$ cat src/rtl/pio_debounce_pkg.sv
// Shared constants and helpers for the PIO input debouncer.
package pio_debounce_pkg;

    localparam int unsigned TICK_DIV_1MS_50MHZ = 50000;
    localparam int unsigned STABLE_TICKS_DEF   = 10;
    localparam logic [7:0]  KEY_IDLE_VAL       = 8'hFF;

    typedef enum logic {
        DB_IDLE = 1'b0,
        DB_PEND = 1'b1
    } db_state_e;

    // Smallest n such that 2**n >= v.
    function automatic int unsigned clog2(input int unsigned v);
        int unsigned r;
        r = 0;
        while ((64'd1 << r) < 64'(v)) begin
            r = r + 1;
        end
        return r;
    endfunction

endpackage

$ cat src/rtl/pio_input_debounce_bit.sv
// Single-bit stability filter: accepts a new level after STABLE_TICKS consecutive ticks.
module debounce_bit
    import pio_debounce_pkg::*;
#(
    parameter int unsigned STABLE_TICKS = STABLE_TICKS_DEF,
    parameter int unsigned CNT_W        = 4,
    parameter logic        RESET_VAL    = 1'b1
) (
    input  logic clk,
    input  logic reset_n,
    input  logic tick,
    input  logic sync_bit,
    output logic clean
);

    db_state_e          state;
    logic [CNT_W-1:0]   cnt;
    logic [CNT_W-1:0]   cnt_n;
    logic               clean_n;

    always_ff @(posedge clk) begin
        if (!reset_n) begin
            cnt   <= '0;
            clean <= RESET_VAL;
        end else begin
            cnt   <= cnt_n;
            clean <= clean_n;
        end
    end

    // State is decoded from the level mismatch, so a glitch back clears cnt immediately.
    always_comb begin
        state   = (sync_bit == clean) ? DB_IDLE : DB_PEND;
        cnt_n   = cnt;
        clean_n = clean;
        case (state)
            DB_IDLE: cnt_n = '0;
            DB_PEND: begin
                if (tick) begin
                    if (cnt == CNT_W'(STABLE_TICKS - 1)) begin
                        clean_n = sync_bit;
                        cnt_n   = '0;
                    end else begin
                        cnt_n = cnt + CNT_W'(1);
                    end
                end
            end
            default: cnt_n = '0;
        endcase
    end

endmodule

$ cat src/rtl/pio_input_debounce.sv
// Input conditioner for PIO in_port: 2-FF sync, tick prescaler, per-bit debounce.
// Optional PIO_DEBOUNCE_EDGE_EN adds registered rise_pulse/fall_pulse outputs.
module pio_input_debounce
    import pio_debounce_pkg::*;
#(
    parameter int unsigned      WIDTH        = 8,
    parameter int unsigned      TICK_DIV     = TICK_DIV_1MS_50MHZ,
    parameter int unsigned      STABLE_TICKS = STABLE_TICKS_DEF,
    parameter int unsigned      CNT_W        = clog2(STABLE_TICKS + 1),
    parameter logic [WIDTH-1:0] RESET_VAL    = WIDTH'(KEY_IDLE_VAL)
) (
    input  logic             clk,
    input  logic             reset_n,
    input  logic [WIDTH-1:0] raw_in,
    output logic [WIDTH-1:0] clean_out,
    output logic             tick
`ifdef PIO_DEBOUNCE_EDGE_EN
    ,
    output logic [WIDTH-1:0] rise_pulse,
    output logic [WIDTH-1:0] fall_pulse
`endif
);

    localparam int unsigned PW = clog2(TICK_DIV);

    logic [PW-1:0]    presc;
    logic [WIDTH-1:0] s1;
    logic [WIDTH-1:0] s2;
    logic [WIDTH-1:0] clean;

    always_ff @(posedge clk) begin
        if (!reset_n) begin
            presc <= '0;
        end else if (presc == PW'(TICK_DIV - 1)) begin
            presc <= '0;
        end else begin
            presc <= presc + PW'(1);
        end
    end

    assign tick = (presc == PW'(TICK_DIV - 1));

    always_ff @(posedge clk) begin
        if (!reset_n) begin
            s1 <= RESET_VAL;
            s2 <= RESET_VAL;
        end else begin
            s1 <= raw_in;
            s2 <= s1;
        end
    end

    for (genvar i = 0; i < WIDTH; i++) begin : g_bit
        debounce_bit #(
            .STABLE_TICKS (STABLE_TICKS),
            .CNT_W        (CNT_W),
            .RESET_VAL    (RESET_VAL[i])
        ) u_db (
            .clk      (clk),
            .reset_n  (reset_n),
            .tick     (tick),
            .sync_bit (s2[i]),
            .clean    (clean[i])
        );
    end

    assign clean_out = clean;

`ifdef PIO_DEBOUNCE_EDGE_EN
    logic [WIDTH-1:0] clean_d;

    always_ff @(posedge clk) begin
        if (!reset_n) begin
            clean_d    <= RESET_VAL;
            rise_pulse <= '0;
            fall_pulse <= '0;
        end else begin
            clean_d    <= clean;
            rise_pulse <= clean & ~clean_d;
            fall_pulse <= ~clean & clean_d;
        end
    end
`endif

endmodule

$ cat config.mk
export PLATFORM = sky130hd
export DESIGN_NAME = pio_input_debounce
export DESIGN_NICKNAME = d
export VERILOG_FILES = /design/src/rtl/pio_debounce_pkg.sv /design/src/rtl/pio_input_debounce_bit.sv /design/src/rtl/pio_input_debounce.sv
export SDC_FILE = /design/constraint.sdc
export NUM_CORES = 1
export LEC_CHECK = 0
export CORE_UTILIZATION = 51
export CTS_CLUSTER_DIAMETER = 100
export DETAILED_ROUTE_END_ITERATION = 8
export GPL_ROUTABILITY_DRIVEN = 0
export PLACE_DENSITY = 0.81
export SLEW_MARGIN = 20
export SYNTH_ARGS = -nofsm -noshare
export SYNTH_HDL_FRONTEND = slang
export SYNTH_SLANG_ARGS = --single-unit
$ cat constraint.sdc
create_clock -name clk -period 2.8 [get_ports clk]
set_clock_uncertainty 0.1 [all_clocks]
set_input_delay 0.28 -clock clk [delete_from_list [all_inputs] [get_ports clk]]
set_output_delay 0.28 -clock clk [all_outputs]
set_load 0.005 [all_outputs]
==> results of run 1 <==
==> flip-flops by register name (all words and copies together) (netlist names) <==
signal,count
g_bit.u_db.clean,8
g_bit.u_db.cnt,32
presc,16
s1,8
s2,8
==> cells in the final DEF, fill, tap and decap left out <==
cell,count
nand3_1,21
nor3_1,4
o21ba_2,8
nand4_1,3
nor4b_1,8
ha_1,17
and4bb_2,2
o21a_1,8
inv_1,19
clkdlybuf4s50_1,18
xor2_1,9
nand2_1,27
inv_2,1
a311o_1,8
nor2_1,34
nor4_1,3
and3_1,3
nand2b_1,24
a211oi_1,8
nand4_4,1
a21boi_0,16
a21oi_1,16
clkbuf_8,10
nor4b_4,1
xnor2_1,13
or3_1,16
clkbuf_1,2
buf_4,4
bufinv_16,1
dfxtp_1,72
clkinv_1,1
==> kinds of logic (layout without fill, tap and decap cells) <==
group	count (synthesis)	in the layout	share of synthesized area [%]
XOR/XNOR	22	22	5.79
AND/OR/NAND/NOR	147	147	24.1
flip-flops	72	72	43.3
AO/OA/AOI/OAI	64	64	14.4
buffers and inverters	41	56	6.05
adder cells (fa/ha/maj)	17	17	6.39
==> where the power goes <==
group | total [mW] | internal [mW] | switching (mW)
Clock | 0.771 | 0.422 | 0.349
Combinational | 0.0479 | 0.0253 | 0.0226
Sequential | 1.05 | 1.04 | 0.00811
Total | 1.87 | 1.49 | 0.380
==> worst max-delay path, cell delays in order (launching register included) <==
cell	delay, ns
dfxtp_1	0.39
ha_1	0.24
and3_1	0.26
nand4_4	0.12
inv_2	0.28
clkdlybuf4s50_1	0.57
==> cells in the mapped netlist (all sizes together), types with 8 or more instances <==
cell and number:
xnor2 13, inv 20, nor4b 9, o21ba 8, a211oi 8, nand2 27, dfxtp 72, a21oi 16
ha 17, buf 14, nor2 34, o21a 8, nand3 21, or3 16, xor2 9, a311o 8
a21boi 16, nand2b 24
==> routing by layer <==
metal	global-route usage, %	wire (um)	vias up
li1	-	-	1265
met1	23.1	2770	1168
met2	28.5	2580	34
met3	3.58	179	13
met4	10.3	130	0
met5	0	0	-
==> path summary, 6_finish.rpt <==
kind,from,slack (ns),endpoint,cells past startpoint
min,s1[0],0.31,s2[0],1
min reg2reg,s1[0],0.31,s2[0],1
max,presc[0],0.22,tick,5
max reg2reg,presc[0],0.56,g_bit[2].u_db.clean,7
==> layout make-up <==
class | instances | area share (%)
clock inverter | 1 | 0.814
clock buffer | 12 | 3.93
timing repair buffer | 22 | 5.70
multi-input combinational | 250 | 45.7
inverter | 21 | 2.14
sequential | 72 | 39.1
tap | 77 | 2.61
==> impl_metrics.json, run 1 <==
{
  "nFillCells": 555,
  "final-setup-viol-count": 0,
  "end_kind": "primary output",
  "cts_buffers": 9,
  "fin_crit_ns": 2.58,
  "insertion_delay_ns": 0.34,
  "max_cap_violations": 0,
  "grt_max_degree": 43,
  "cts_tree": "built",
  "peakVddDrop_mv": 0.443,
  "slew_headroom_pct": 68.7,
  "htree_levels": 3,
  "yosysTopAreaCell": "dfxtp_1",
  "cts_root_buf": "clkbuf_8",
  "drive_gt1_share_pct": 7.41,
  "row_count": 29,
  "grt_first_pass_wirelength_um": 10100,
  "numClockSinks": 72,
  "place_ws_ns": 0.608,
  "synth_cell_types": 31,
  "drc": 0,
  "drt_first_pass_iters": 4,
  "yosys_register_bits": 72,
  "report.power.total_mw": 1.87,
  "max_freq_mhz": 387,
  "p_per_area_mw_per_mm2": 506,
  "nNetsFinal": 403,
  "syn_area_mm2": 0.00333,
  "die_area_mm2": 0.00686,
  "n_antenna_cell": 0,
  "cts_resized": 0,
  "crit_fanout": 22,
  "crit_path_start_kind": "flop",
  "syn_avg_cell_area_um2": 9.17,
  "whs_ns": 0.306,
  "placed_area_mm2": 0.00351,
  "hold_violations": 0,
  "synth_edf_count": 0,
  "final_core_util_pct": 58.4,
  "status": "finished clean",
  "synth.area.top_cells": "dfxtp_1 (43%), ha_1 (6.4%), nand2b_1 (4.5%)",
  "multiInputGateArea_mm2": 0.00169,
  "worst_pin_slew_ns": 0.468,
  "grt_pass1_vias": 2306,
  "dpl.hpwl_um": 3870,
  "p_leak_nw": 1.21,
  "post_cts_buffers": 0,
  "antenna_found_initial": 0,
  "fin_ws_ns": 0.215,
  "synth_flop_cell": "dfxtp_1",
  "syn_to_final_growth_pct": 10.8,
  "dp_cells": 442,
  "holdBufCountCts": 0,
  "fin_setup_tns_ns": 0,
  "ant_nets": 0,
  "period_share_pct": 92.3,
  "start_util_pct": 52.7,
  "io_pins": 19,
  "ys_warn_count": 0,
  "via_per_inst": 5.45,
  "min_path_type": "reg2reg",
  "worstPathArrival_ns": 2.20,
  "path_class": "reg2out",
  "ys_seq_area_share_pct": 43.3,
  "postSynth.asyncResetShare_pct": 0,
  "rsz0062_at_grt": "no",
  "die_y_um": 82.8,
  "die_x_um": 82.8,
  "final_area_mm2": 0.00369,
  "cts_max_path_buffers": 2,
  "synthCells": 363,
  "finalWirelength_um": 5660,
  "core_mm2": 0.00631,
  "fin_cells": 455,
  "ff_latch_area_mm2": 0.00144,
  "drv_slew": 0,
  "drt-wirelength-per-cell_um": 12.4,
  "grt_overflow": 0,
  "grt_use_total_pct": 18.1,
  "synth_fp_nets": 390,
  "vias": 2480,
  "port_buffers": 18,
  "synth_top_cell_area_share_pct": 43.3,
  "drt_iter0_markers": 93,
  "cp.required_ns": 2.42,
  "clkTransAtPathRegs_ns": 0.06
}
No activity file was read; power rests on OpenSTA's default activity.
==> run 2, diff against run 1 <==
PLACE_DENSITY = 0.82   (was 0.81)
==> run 2 against run 1 <==
Against the previous run:
- maximum frequency increased by 4.7%
- sequential share of layout area barely moved
- setup slack better by 0.12 ns
- global-route usage is 0.45 points higher
- combinational power is 4.6% lower
- first-iteration DRC count is 23% lower
- routed wire length fell by 0.30%
- clock power is 3.1% lower
- critical path type unchanged
- hold slack gained 0.0016 ns
- register-to-register slack gained 0.05 ns
- non-clock buffer count shrank 1
==> impl_metrics.json, run 2 (same netlist as run 1, synthesis figures left out) <==
{
  "nNetsFinal": 402,
  "numClockSinks": 72,
  "worstPathArrival_ns": 2.09,
  "peakVddDrop_mv": 0.348,
  "end_kind": "primary output",
  "grt_max_degree": 43,
  "syn_to_final_growth_pct": 10.9,
  "rsz0062_at_grt": "no",
  "p_leak_nw": 1.21,
  "final_cell_mix": "dfxtp_1 (72), nor2_1 (34), nand2_1 (27)",
  "switching_share_pct": 20.8,
  "antenna_found_initial": 0,
  "holdBufCountCts": 0,
  "crit_fanout": 17,
  "p_per_area_mw_per_mm2": 498,
  "die_y_um": 82.8,
  "cts_buffers": 9,
  "nFillCells": 572,
  "dp_cells": 441,
  "grt_use_total_pct": 18.5,
  "grt_overflow": 0,
  "cts_root_buf": "clkbuf_8",
  "clkPwrFrac_pct": 40.6,
  "drive_gt1_share_pct": 7.89,
  "ff_latch_area_mm2": 0.00144,
  "p_int_mw": 1.46,
  "worst_pin_slew_ns": 0.455,
  "fin_setup_tns_ns": 0,
  "start_util_pct": 52.7,
  "power_frac_seq_pct": 56.9,
  "cp.required_ns": 2.42,
  "post_cts_buffers": 0,
  "hold_violations": 0,
  "cts_max_path_buffers": 2,
  "largest_reg_flops": 32,
  "drt-wirelength-per-cell_um": 12.4,
  "multiInputGateArea_mm2": 0.00169,
  "n_antenna_cell": 0,
  "cts_tree": "built",
  "slew_headroom_pct": 69.6,
  "status": "finished clean",
  "clkTransAtPathRegs_ns": 0.06,
  "die_area_mm2": 0.00686,
  "drt_iter0_markers": 72,
  "io_pins": 19,
  "final_core_util_pct": 58.5,
  "row_count": 29,
  "max_freq_mhz": 405,
  "min_path_type": "reg2reg",
  "reg_top3": "g_bit.u_db.cnt x32, presc x16",
  "final_area_mm2": 0.00369,
  "layout_commonest_cell": "dfxtp_1",
  "die_x_um": 82.8,
  "fin_cells": 457,
  "drc": 0,
  "max_cap_violations": 0,
  "period_share_pct": 88.2,
  "grt_pass1_vias": 2429,
  "insertion_delay_ns": 0.34,
  "port_buffers": 18,
  "dpl.hpwl_um": 3960,
  "vias": 2421,
  "cts_resized": 0,
  "combPwrFrac_pct": 2.5,
  "grt_first_pass_wirelength_um": 10400,
  "drt_first_pass_iters": 4,
  "core_mm2": 0.00631,
  "via_per_inst": 5.30,
  "path_class": "reg2out",
  "fin_crit_ns": 2.47,
  "regMostFlops": "g_bit.u_db.cnt",
  "crit_path_start_kind": "flop",
  "finalWirelength_um": 5640,
  "final-setup-viol-count": 0,
  "drv_slew": 0,
  "ant_nets": 0,
  "htree_levels": 3,
  "placed_area_mm2": 0.00351,
  "switchingPower_mw": 0.383
}
run 2: cell count changes in the layout (fill, tap and decap cells not counted), sizes merged:
cell | before | now
clkinv | 1 | 2
clkbuf | 12 | 14
bufinv | 1 | 0
buf | 4 | 3
clkinvlp | 0 | 1
run 2: critical path: stages (launching register included):
cell	delay [ns]
dfxtp_1	0.37
ha_1	0.22
and3_1	0.27
nand4_4	0.12
inv_2	0.23
clkdlybuf4s50_1	0.55
run 2: path summary, 6_finish.rpt:
path / from / to / slack, ns / depth (start not counted)
max: presc[0] / tick / 0.33 / 5
min: s1[4] / s2[4] / 0.31 / 1
max reg2reg: presc[0] / g_bit[2].u_db.clean / 0.61 / 7
min reg2reg: s1[4] / s2[4] / 0.31 / 1
run 2: area by class of cell:
class                      instances  area share [%]
timing repair buffer              21            5.49
inverter                          21            2.14
multi-input combinational        250            45.7
sequential                        72            39.1
tap                               77            2.61
clock inverter                     2           0.339
clock buffer                      14            4.68
run 2: per-layer routing:
layer,vias up,global-route usage [%],routed length (um)
li1,1265,-,-
met1,1119,21.9,2670
met2,32,31.7,2750
met3,5,5.47,176
met4,0,6.74,50
met5,-,0,0
run 2: power groups by stage:
| stage | Combinational [mW] | Clock (mW) | Sequential [mW] |
|---|---|---|---|
| floorplan | 0.0271 | 0 | 1.07 |
| global placement | 0.0456 | 0 | 1.07 |
| detailed placement | 0.0464 | 0 | 1.07 |
| CTS | 0.0465 | 0.769 | 1.05 |
| global route | 0.0512 | 0.816 | 1.05 |
| finish | 0.0457 | 0.747 | 1.05 |
run 2: through the flow:
stage	hold slack (ns)	total power [mW]	setup WS [ns]
after floorplan	0.281	1.09	1.04
after global placement	0.291	1.11	0.697
after detailed placement	0.300	1.12	0.587
after CTS	0.313	1.86	0.299
after global routing	0.328	1.91	0.195
final	0.308	1.84	0.331
